### config.mk
export PLATFORM = sky130hd
export DESIGN_NAME = cla_subtractor_seq
export DESIGN_NICKNAME = d
export VERILOG_FILES = /design/src/rtl/cla_subtractor_seq.sv
export SDC_FILE = /design/constraint.sdc
export NUM_CORES = 1
export LEC_CHECK = 0
export ABC_AREA = 1
export CAP_MARGIN = 20
export CORE_MARGIN = 4
export CORE_UTILIZATION = 35
export CTS_BUF_LIST = sky130_fd_sc_hd__clkbuf_16
export DETAILED_ROUTE_END_ITERATION = 12
export GPL_TIMING_DRIVEN = 0
export HOLD_SLACK_MARGIN = 0.15
export SYNTH_ARGS = -nofsm -noshare
export SYNTH_HDL_FRONTEND = slang
export SYNTH_SLANG_ARGS = --single-unit
### constraint.sdc
create_clock -name clk -period 3 [get_ports clk]
set_input_delay 0.45 -clock clk [delete_from_list [all_inputs] [get_ports clk]]
set_output_delay 0.45 -clock clk [all_outputs]
set_load 0.05 [all_outputs]
### src/rtl/cla_subtractor_seq.sv
`timescale 1ns/1ps
// cla_subtractor_seq
// Multi-cycle WIDTH-bit subtractor: diff = a - b - bin (mod 2^WIDTH).
// One 4-bit carry-lookahead slice of a + ~b + carry is evaluated per clock,
// least-significant slice first, with the slice carry held in a register
// between cycles. Valid/ready handshake on both the operand and result side.
// WIDTH must be a multiple of 4 and at least 8.
//
// Optional build macro CLA_SUB_ADDMODE_EN adds an 'op' input (0 = subtract,
// 1 = add); in add mode b is used uninverted, carry-in is bin, and bout
// reports the final carry-out.
module cla_subtractor_seq #(
    parameter int WIDTH = 16
) (
    input  logic             clk,
    input  logic             rst,
    input  logic             in_valid,
    output logic             in_ready,
    input  logic [WIDTH-1:0] a,
    input  logic [WIDTH-1:0] b,
    input  logic             bin,
`ifdef CLA_SUB_ADDMODE_EN
    input  logic             op,
`endif
    output logic             out_valid,
    input  logic             out_ready,
    output logic [WIDTH-1:0] diff,
    output logic             bout,
    output logic             ovf,
    output logic             zero
);

    localparam int NSLICE = WIDTH / 4;
    localparam int IW     = (NSLICE > 1) ? $clog2(NSLICE) : 1;
    localparam logic [IW-1:0] LAST_IDX = IW'(NSLICE - 1);
    localparam int MSB    = WIDTH - 1;

    typedef enum logic [1:0] {
        IDLE = 2'd0,
        RUN  = 2'd1,
        DONE = 2'd2
    } state_t;

    state_t           state_q, state_d;
    logic [WIDTH-1:0] a_q, a_d;
    logic [WIDTH-1:0] b_q, b_d;
    logic [WIDTH-1:0] diff_q, diff_d;
    logic             carry_q, carry_d;
    logic [IW-1:0]    idx_q, idx_d;
    logic             bout_q, bout_d;
    logic             ovf_q, ovf_d;
    logic             zero_q, zero_d;

    // sub_q = 1 selects a + ~b + carry; 0 selects a + b + carry.
    logic             sub_q, sub_d;
    logic             sub_in;

`ifdef CLA_SUB_ADDMODE_EN
    assign sub_in = ~op;
`else
    assign sub_in = 1'b1;
`endif

    // 4-bit carry-lookahead slice: returns {c4, sum[3:0]}.
    function automatic logic [4:0] cla4(input logic [3:0] g, input logic [3:0] p,
                                        input logic c0);
        logic c1, c2, c3, c4;
        c1 = g[0] | (p[0] & c0);
        c2 = g[1] | (p[1] & g[0]) | (p[1] & p[0] & c0);
        c3 = g[2] | (p[2] & g[1]) | (p[2] & p[1] & g[0]) | (p[2] & p[1] & p[0] & c0);
        c4 = g[3] | (p[3] & g[2]) | (p[3] & p[2] & g[1]) | (p[3] & p[2] & p[1] & g[0])
           | (p[3] & p[2] & p[1] & p[0] & c0);
        return {c4, p ^ {c3, c2, c1, c0}};
    endfunction

    logic [3:0] a_s, b_s, g_s, p_s;
    logic [4:0] slice_res;

    // Current slice operands and lookahead result for slice idx_q.
    always_comb begin
        a_s       = a_q[{idx_q, 2'b00} +: 4];
        b_s       = b_q[{idx_q, 2'b00} +: 4] ^ {4{sub_q}};
        g_s       = a_s & b_s;
        p_s       = a_s ^ b_s;
        slice_res = cla4(g_s, p_s, carry_q);
    end

    // Next-state and datapath update for the IDLE/RUN/DONE sequencer.
    always_comb begin
        state_d = state_q;
        a_d     = a_q;
        b_d     = b_q;
        diff_d  = diff_q;
        carry_d = carry_q;
        idx_d   = idx_q;
        bout_d  = bout_q;
        ovf_d   = ovf_q;
        zero_d  = zero_q;
        sub_d   = sub_q;

        unique case (state_q)
            IDLE: begin
                if (in_valid) begin
                    a_d     = a;
                    b_d     = b;
                    sub_d   = sub_in;
                    carry_d = sub_in ? ~bin : bin;
                    idx_d   = '0;
                    state_d = RUN;
                end
            end
            RUN: begin
                diff_d[{idx_q, 2'b00} +: 4] = slice_res[3:0];
                carry_d = slice_res[4];
                idx_d   = idx_q + IW'(1);
                if (idx_q == LAST_IDX) begin
                    idx_d   = '0;
                    state_d = DONE;
                    // Subtract reports borrow (inverted carry); add reports carry.
                    bout_d  = sub_q ? ~slice_res[4] : slice_res[4];
                    zero_d  = (diff_d == '0);
                    // Overflow needs operand signs that differ (sub) or match (add),
                    // and a result sign that differs from a.
                    ovf_d   = ((a_q[MSB] ^ b_q[MSB]) == sub_q) && (diff_d[MSB] != a_q[MSB]);
                end
            end
            DONE: begin
                if (out_ready) begin
                    state_d = IDLE;
                end
            end
            default: begin
                state_d = IDLE;
            end
        endcase
    end

    // State and datapath registers; async reset clears everything.
    always_ff @(posedge clk or posedge rst) begin
        if (rst) begin
            state_q <= IDLE;
            a_q     <= '0;
            b_q     <= '0;
            diff_q  <= '0;
            carry_q <= 1'b0;
            idx_q   <= '0;
            bout_q  <= 1'b0;
            ovf_q   <= 1'b0;
            zero_q  <= 1'b0;
            sub_q   <= 1'b0;
        end else begin
            state_q <= state_d;
            a_q     <= a_d;
            b_q     <= b_d;
            diff_q  <= diff_d;
            carry_q <= carry_d;
            idx_q   <= idx_d;
            bout_q  <= bout_d;
            ovf_q   <= ovf_d;
            zero_q  <= zero_d;
            sub_q   <= sub_d;
        end
    end

    assign in_ready  = (state_q == IDLE);
    assign out_valid = (state_q == DONE);
    assign diff      = diff_q;
    assign bout      = bout_q;
    assign ovf       = ovf_q;
    assign zero      = zero_q;

endmodule
; ---- Word level (Yosys, flattened, before mapping)
; Cells that the tools add are included.
; Widths: inputs -> output; s select.
[totals]
ff_bits = 57
input_bits = 37
out_inout_bits = 21
[classes]
add_sub_neg = 2
eq_ne = 8
shifts = 4
n_mux = 11
bitwise = 33
n_reduce_logical = 8
[ops]
columns = operator, n
row1 = $shiftx 16x5->4, 2
row2 = $and 1x1->1, 16
row3 = $bwmux 16, 1
row4 = $logic_not 16->1, 1
row5 = $shift 4x6->16 const A, 1
row6 = $shiftx 4x6->16, 1
row7 = $xor 4x4->4, 3
row8 = $mux 2, 5
row9 = $or 1x1->1, 10
row10 = $neg 4->6, 1
row11 = $pmux 2 s3, 1
row12 = $reduce_and 2->1, 3
row13 = $and 4x4->4, 1
row14 = $eq 2x2->1 const B, 2
row15 = $ne 2x2->1 const B, 2
row16 = $pmux 2 s2, 1
row17 = $reduce_and 3->1, 1
row18 = $add 2x1->2 const B, 1
row19 = $eq 2x1->1 const B, 1
row20 = $logic_not 2->1, 1
row21 = $mux 1, 2
row22 = $ne 2x1->1 const B, 1
row23 = $not 1->1, 2
row24 = $pmux 1 s2, 1
row25 = other kinds (5), 5

; ---- Logic depth before layout (Yosys ltp)
[depth]
ltp_word = 12
ltp_mapped = 18

; ---- Least setup slack after synthesis
; OpenSTA, ideal clock, no wires.
[synth_path]
path_type = register -> register
start = reg idx_q[0]
end = reg zero_q, in the netlist zero
setup_ns = 0.066
t_arrival_ns = 2.454
required_ns = 2.934
slack_ns = 0.480
path_stages_with_launch = 17
period_less_slack_ns = 2.520
cell_sequence = dfrtp_1 inv_2 clkbuf_1 nand2_1 a32oi_1 inv_1 fa_1 nor2_1 nand3_1 nand2_1 nor2_1 nand3_1 nor2_1 nand2_1 nor2_1 nand3_1 nand2_1
[synth_between]
elab_chain_cells = 11
elab_cells_between_ends = 28
[synth_lines]
columns = item, line
row1 = start: declaration, 49  ; logic [IW-1:0] idx_q, idx_d;
row2 = start signal: assignment, 157  ; idx_q <= idx_d;
row3 = $shiftx 16x5->4, 82  ; b_s = b_q[{idx_q, 2'b00} +: 4] ^ {4{sub_q}};
row4 = $xor 4x4->4, 82
row5 = $xor 4x4->4 / $and 4x4->4 (equally long branches), "84, 83"
row6 = $and 1x1->1, 70  ; c3 = g[2] | (p[2] & g[1]) | (p[2] & p[1] & g[0]) | (p[2] & p[1] & p[0] & c0);
row7 = $or 1x1->1 / $and 1x1->1 (equally long branches) (2 in series), 70
row8 = $or 1x1->1, 70
row9 = $xor 4x4->4, 73  ; return {c4, p ^ {c3, c2, c1, c0}};
row10 = $shiftx 4x6->16, 113  ; diff_d[{idx_q, 2'b00} +: 4] = slice_res[3:0];
row11 = $bwmux 16, 113
row12 = $logic_not 16->1, 121  ; zero_d = (diff_d == '0);
row13 = end signal: assignment, 160  ; zero_q <= zero_d;
row14 = end: declaration, 52  ; logic zero_q, zero_d;
; Parallel ways exist; a longest one is shown, timed or not.
; A chain may end at the register's enable or synchronous reset.

; ---- Final worst setup path
; Ends and elaborated chain as after synthesis.

==> impl_results.md <==
- Proportion of register bits with asynchronous set or reset after synthesis: 100%
- Register Area: about 0.0014 mm^2
- Post-detailed-placement half-perimeter wirelength: 5.98 mm
- Path category of the worst min-delay check: in -> async
- Dominant cells by area after synthesis: sky130_fd_sc_hd__dfrtp_1 46%, sky130_fd_sc_hd__nand2_1 20%, sky130_fd_sc_hd__nor2_1 5.4%
- Die Ht: 102 um
- Fill count: 846
- Buffers added on ports: 57
- Element type at the critical path end: flip-flop
- Biggest fanout along the worst timing path: 10
- Number of pins exceeding their max-slew limit in the final report: 0
- Count of flip-flops with a built-in enable after synthesis: 0
- Vias after detailed routing: 2877
- Clock Path Buffers: 2
- Final setup violation count: 0
- Distinct cells, synth: 27
- Vias in the first global route: 2714
- Remaining antenna violation count after routing: 0
- Diodes inserted: 0
- Max transition margin: 66.4%
- Ports placed on the boundary: 58
- Die W: between 100 and 150 um
- Clock buffer count from CTS: 9
- Register-to-register setup slack: 0.21 ns
- Area of combinational cells with multiple inputs: 0.00148 mm^2
- Proportion of synthesized chip area in sequential cells: between 40% and 50%
- Post-synthesis to final-layout area growth: 35.9%
- Worst-case vdd ir drop: approximately 0.56 mV
- Synthesized flop and latch total: 57
- Top flip-flop cell by instance count after synthesis: sky130_fd_sc_hd__dfrtp_1
- Pin count of the biggest net entering global routing: 41
- Routed length per placed instance: 13.6 um
- Initial standard-cell utilization of the core: 36.6%
- Worst-case reg-to-reg path depth: 16
- Required time of the critical path: 3.27 ns
- Net count after synthesis: ~460
- Mean number of vias per cell: 4.88
- Maximum capacitance violations: 0
- Worst slew pin tran: 0.502 ns
- Final wirelength: 8.02 mm
- Average footprint of a synthesized cell: about 7.5 um^2
- Overall fraction of global-route tracks in use: 16.2%
- Utilization after layout: approximately 50%
- Number of iterations in the first detailed-routing pass: 5
- Clock H-tree levels: 3
- Share of the clock period used by the worst path after layout: 92.9%
- Post-route total power: 5.92 mW
- Clock root buffer master: sky130_fd_sc_hd__clkbuf_16
- Nets: 528
- Synth warnings: 0
- Worst setup path startpoint: idx_q[0]
- Cell type with the largest total area after synthesis: sky130_fd_sc_hd__dfrtp_1
- Fraction of layout cells with a size suffix above 1: 8.88%
- Type of origin of the critical path: flip-flop
- Overall overflow remaining after global route: 0
- Cell types with the highest counts after synthesis: 163 x sky130_fd_sc_hd__nand2_1, 57 x sky130_fd_sc_hd__dfrtp_1, 44 x sky130_fd_sc_hd__nor2_1
- Crit path setup slack, layout: 0.214 ns
- # rows: 33
- Die ar.: 0.0103 mm^2
- Antenna violations before repair: 0
- Data arrival time of the worst path: 3.05 ns
- Worst setup path endpoint: zero
- Cells after synthesis: 410
- Power per unit of standard cell area: 1420 mW/mm^2
- Number of remaining DRC errors: 0
- Starting DRT DRC Count: 160
- Placeable Area: 0.00838 mm^2
- Final hold violation count: 0
- Post-synthesis instance area: 0.00307 mm^2
- TritonCTS clock tree: built
- Crit Reg-Reg Startpoint: idx_q[0]
- Category of the most critical setup path: reg -> reg
- Leakage power summed over all cells: 2.03 nW
- Clock Sink Count: 57
- CTS clk-pin slew, worst paths: 0.05 ns
- Maximum clock frequency: 0.359 GHz
- Synth top area share: 46.4%
- Wire length of the first global-routing pass: ~13 mm
- Post-route minimum period: 2.79 ns
- Status: completed
- Final worst clock skew: about 0.0068 ns
- R2r endpoint: zero
- Top-count cell post-synth: sky130_fd_sc_hd__nand2_1
- Routability congestion estimate: 0.856
- Latest clock arrival within the worst-skew pair: roughly 0.33 ns
- Setup slack at placement: -0.188 ns
metrics by stage:
stage / std cells / instance area (um^2) / hold WS [ns] / TNS, ns
2_1_floorplan: 410 / 3070 / 0.444 / 0
3_5_place_dp: 573 / 3790 / 0.461 / -0.236
6_report: 589 / 4170 / 0.433 / 0
5_1_grt: 589 / 4170 / 0.484 / -0.0139
3_3_place_gp: 572 / 3770 / 0.458 / -0.185
4_1_cts: 589 / 4130 / 0.442 / 0
worst min path at each step:
stage | startpoint | to | slack (ns) | cells past startpoint
finish | rst | diff[13] | 0.43 | 2
global route | rst | diff[12] | 0.48 | 2
CTS | rst | diff[12] | 0.44 | 2
detailed placement | a_q[11] | a_q[11] | 0.46 | 2
global placement | a_q[11] | a_q[11] | 0.46 | 2
floorplan | a_q[9] | a_q[9] | 0.44 | 2
per-layer routing:
layer,vias up,wire [um],global-route usage (%)
li1,1459,-,-
met1,1312,3660,21.6
met2,92,3720,26.1
met3,14,492,3.37
met4,0,146,5.83
met5,-,0,0
placed cells by master, fill, tap and decap left out, types with 3 or more instances in the layout:
cell type | Yosys | routed
sky130_fd_sc_hd__nand2_1 | 163 | 162
sky130_fd_sc_hd__clkdlybuf4s50_1 | 0 | 57
sky130_fd_sc_hd__dfrtp_1 | 57 | 55
sky130_fd_sc_hd__nor2_1 | 44 | 43
sky130_fd_sc_hd__inv_1 | 27 | 27
sky130_fd_sc_hd__o21ai_0 | 23 | 23
sky130_fd_sc_hd__nand3_1 | 17 | 17
sky130_fd_sc_hd__a31oi_1 | 11 | 11
sky130_fd_sc_hd__ha_1 | 11 | 10
sky130_fd_sc_hd__nand4_1 | 9 | 9
sky130_fd_sc_hd__clkbuf_16 | 0 | 9
sky130_fd_sc_hd__inv_2 | 6 | 7
sky130_fd_sc_hd__o22ai_1 | 7 | 7
sky130_fd_sc_hd__clkbuf_1 | 8 | 5
sky130_fd_sc_hd__xor2_1 | 5 | 5
sky130_fd_sc_hd__buf_2 | 5 | 4
sky130_fd_sc_hd__clkbuf_4 | 0 | 3
sky130_fd_sc_hd__a21oi_1 | 4 | 3
sky130_fd_sc_hd__bufinv_16 | 0 | 3
logic make-up after synthesis:
| family | share of synthesized area [%] |
|---|---|
| fa+ha+maj | 5.13 |
| compound gates | 9.37 |
| buf+inv | 6.27 |
| simple gates | 31.4 |
| flops | 46.4 |
| xor+xnor | 1.43 |
flip-flops by register name, summed over array words and instances (netlist names):
name / flops
a_q: 16
b_q: 16
diff: 16
idx_q: 2
state_q: 2
bout: 1
carry_q: 1
ovf: 1
sub_q: 1
zero: 1
critical path, stage by stage (launching register included):
cell and delay (ns):
sky130_fd_sc_hd__dfrtp_2 0.42, sky130_fd_sc_hd__buf_4 0.19, sky130_fd_sc_hd__clkbuf_4 0.21, sky130_fd_sc_hd__nand2_1 0.09
sky130_fd_sc_hd__a32oi_2 0.28, sky130_fd_sc_hd__inv_1 0.09, sky130_fd_sc_hd__fa_1 0.55, sky130_fd_sc_hd__nor2_1 0.08
sky130_fd_sc_hd__nand3_1 0.12, sky130_fd_sc_hd__nand2_1 0.07, sky130_fd_sc_hd__nor2_1 0.08, sky130_fd_sc_hd__nand3_1 0.07
sky130_fd_sc_hd__nor2_1 0.09, sky130_fd_sc_hd__nand2_1 0.07, sky130_fd_sc_hd__nor2_1 0.11, sky130_fd_sc_hd__nand3_1 0.11
sky130_fd_sc_hd__nand2_1 0.08
timing repair:
item | CTS | global route
setup endpoints to repair | 2 | 3
hold buffers | 0 | 0
resized for setup | 3 | 16
pin swaps | 0 | 0
buffers inserted | 0 | 0
where the power goes:
part           internal, mW  switching [mW]
Sequential             1.13           0.252
Clock                 0.802           0.347
Combinational          1.17            2.22
cell type report:
class                           instances  share of cell area [%]
Clock inverter                          7                    2.64
Clock buffer                            9                    5.40
Buffer                                 14                    1.83
Multi-Input combinational cell        305                    35.5
Inverter                               34                    3.12
Tap cell                              105                    3.15
Timing Repair Buffer                   58                    14.1
Sequential cell                        57                    34.2
No activity file was read; power rests on OpenSTA's default activity.
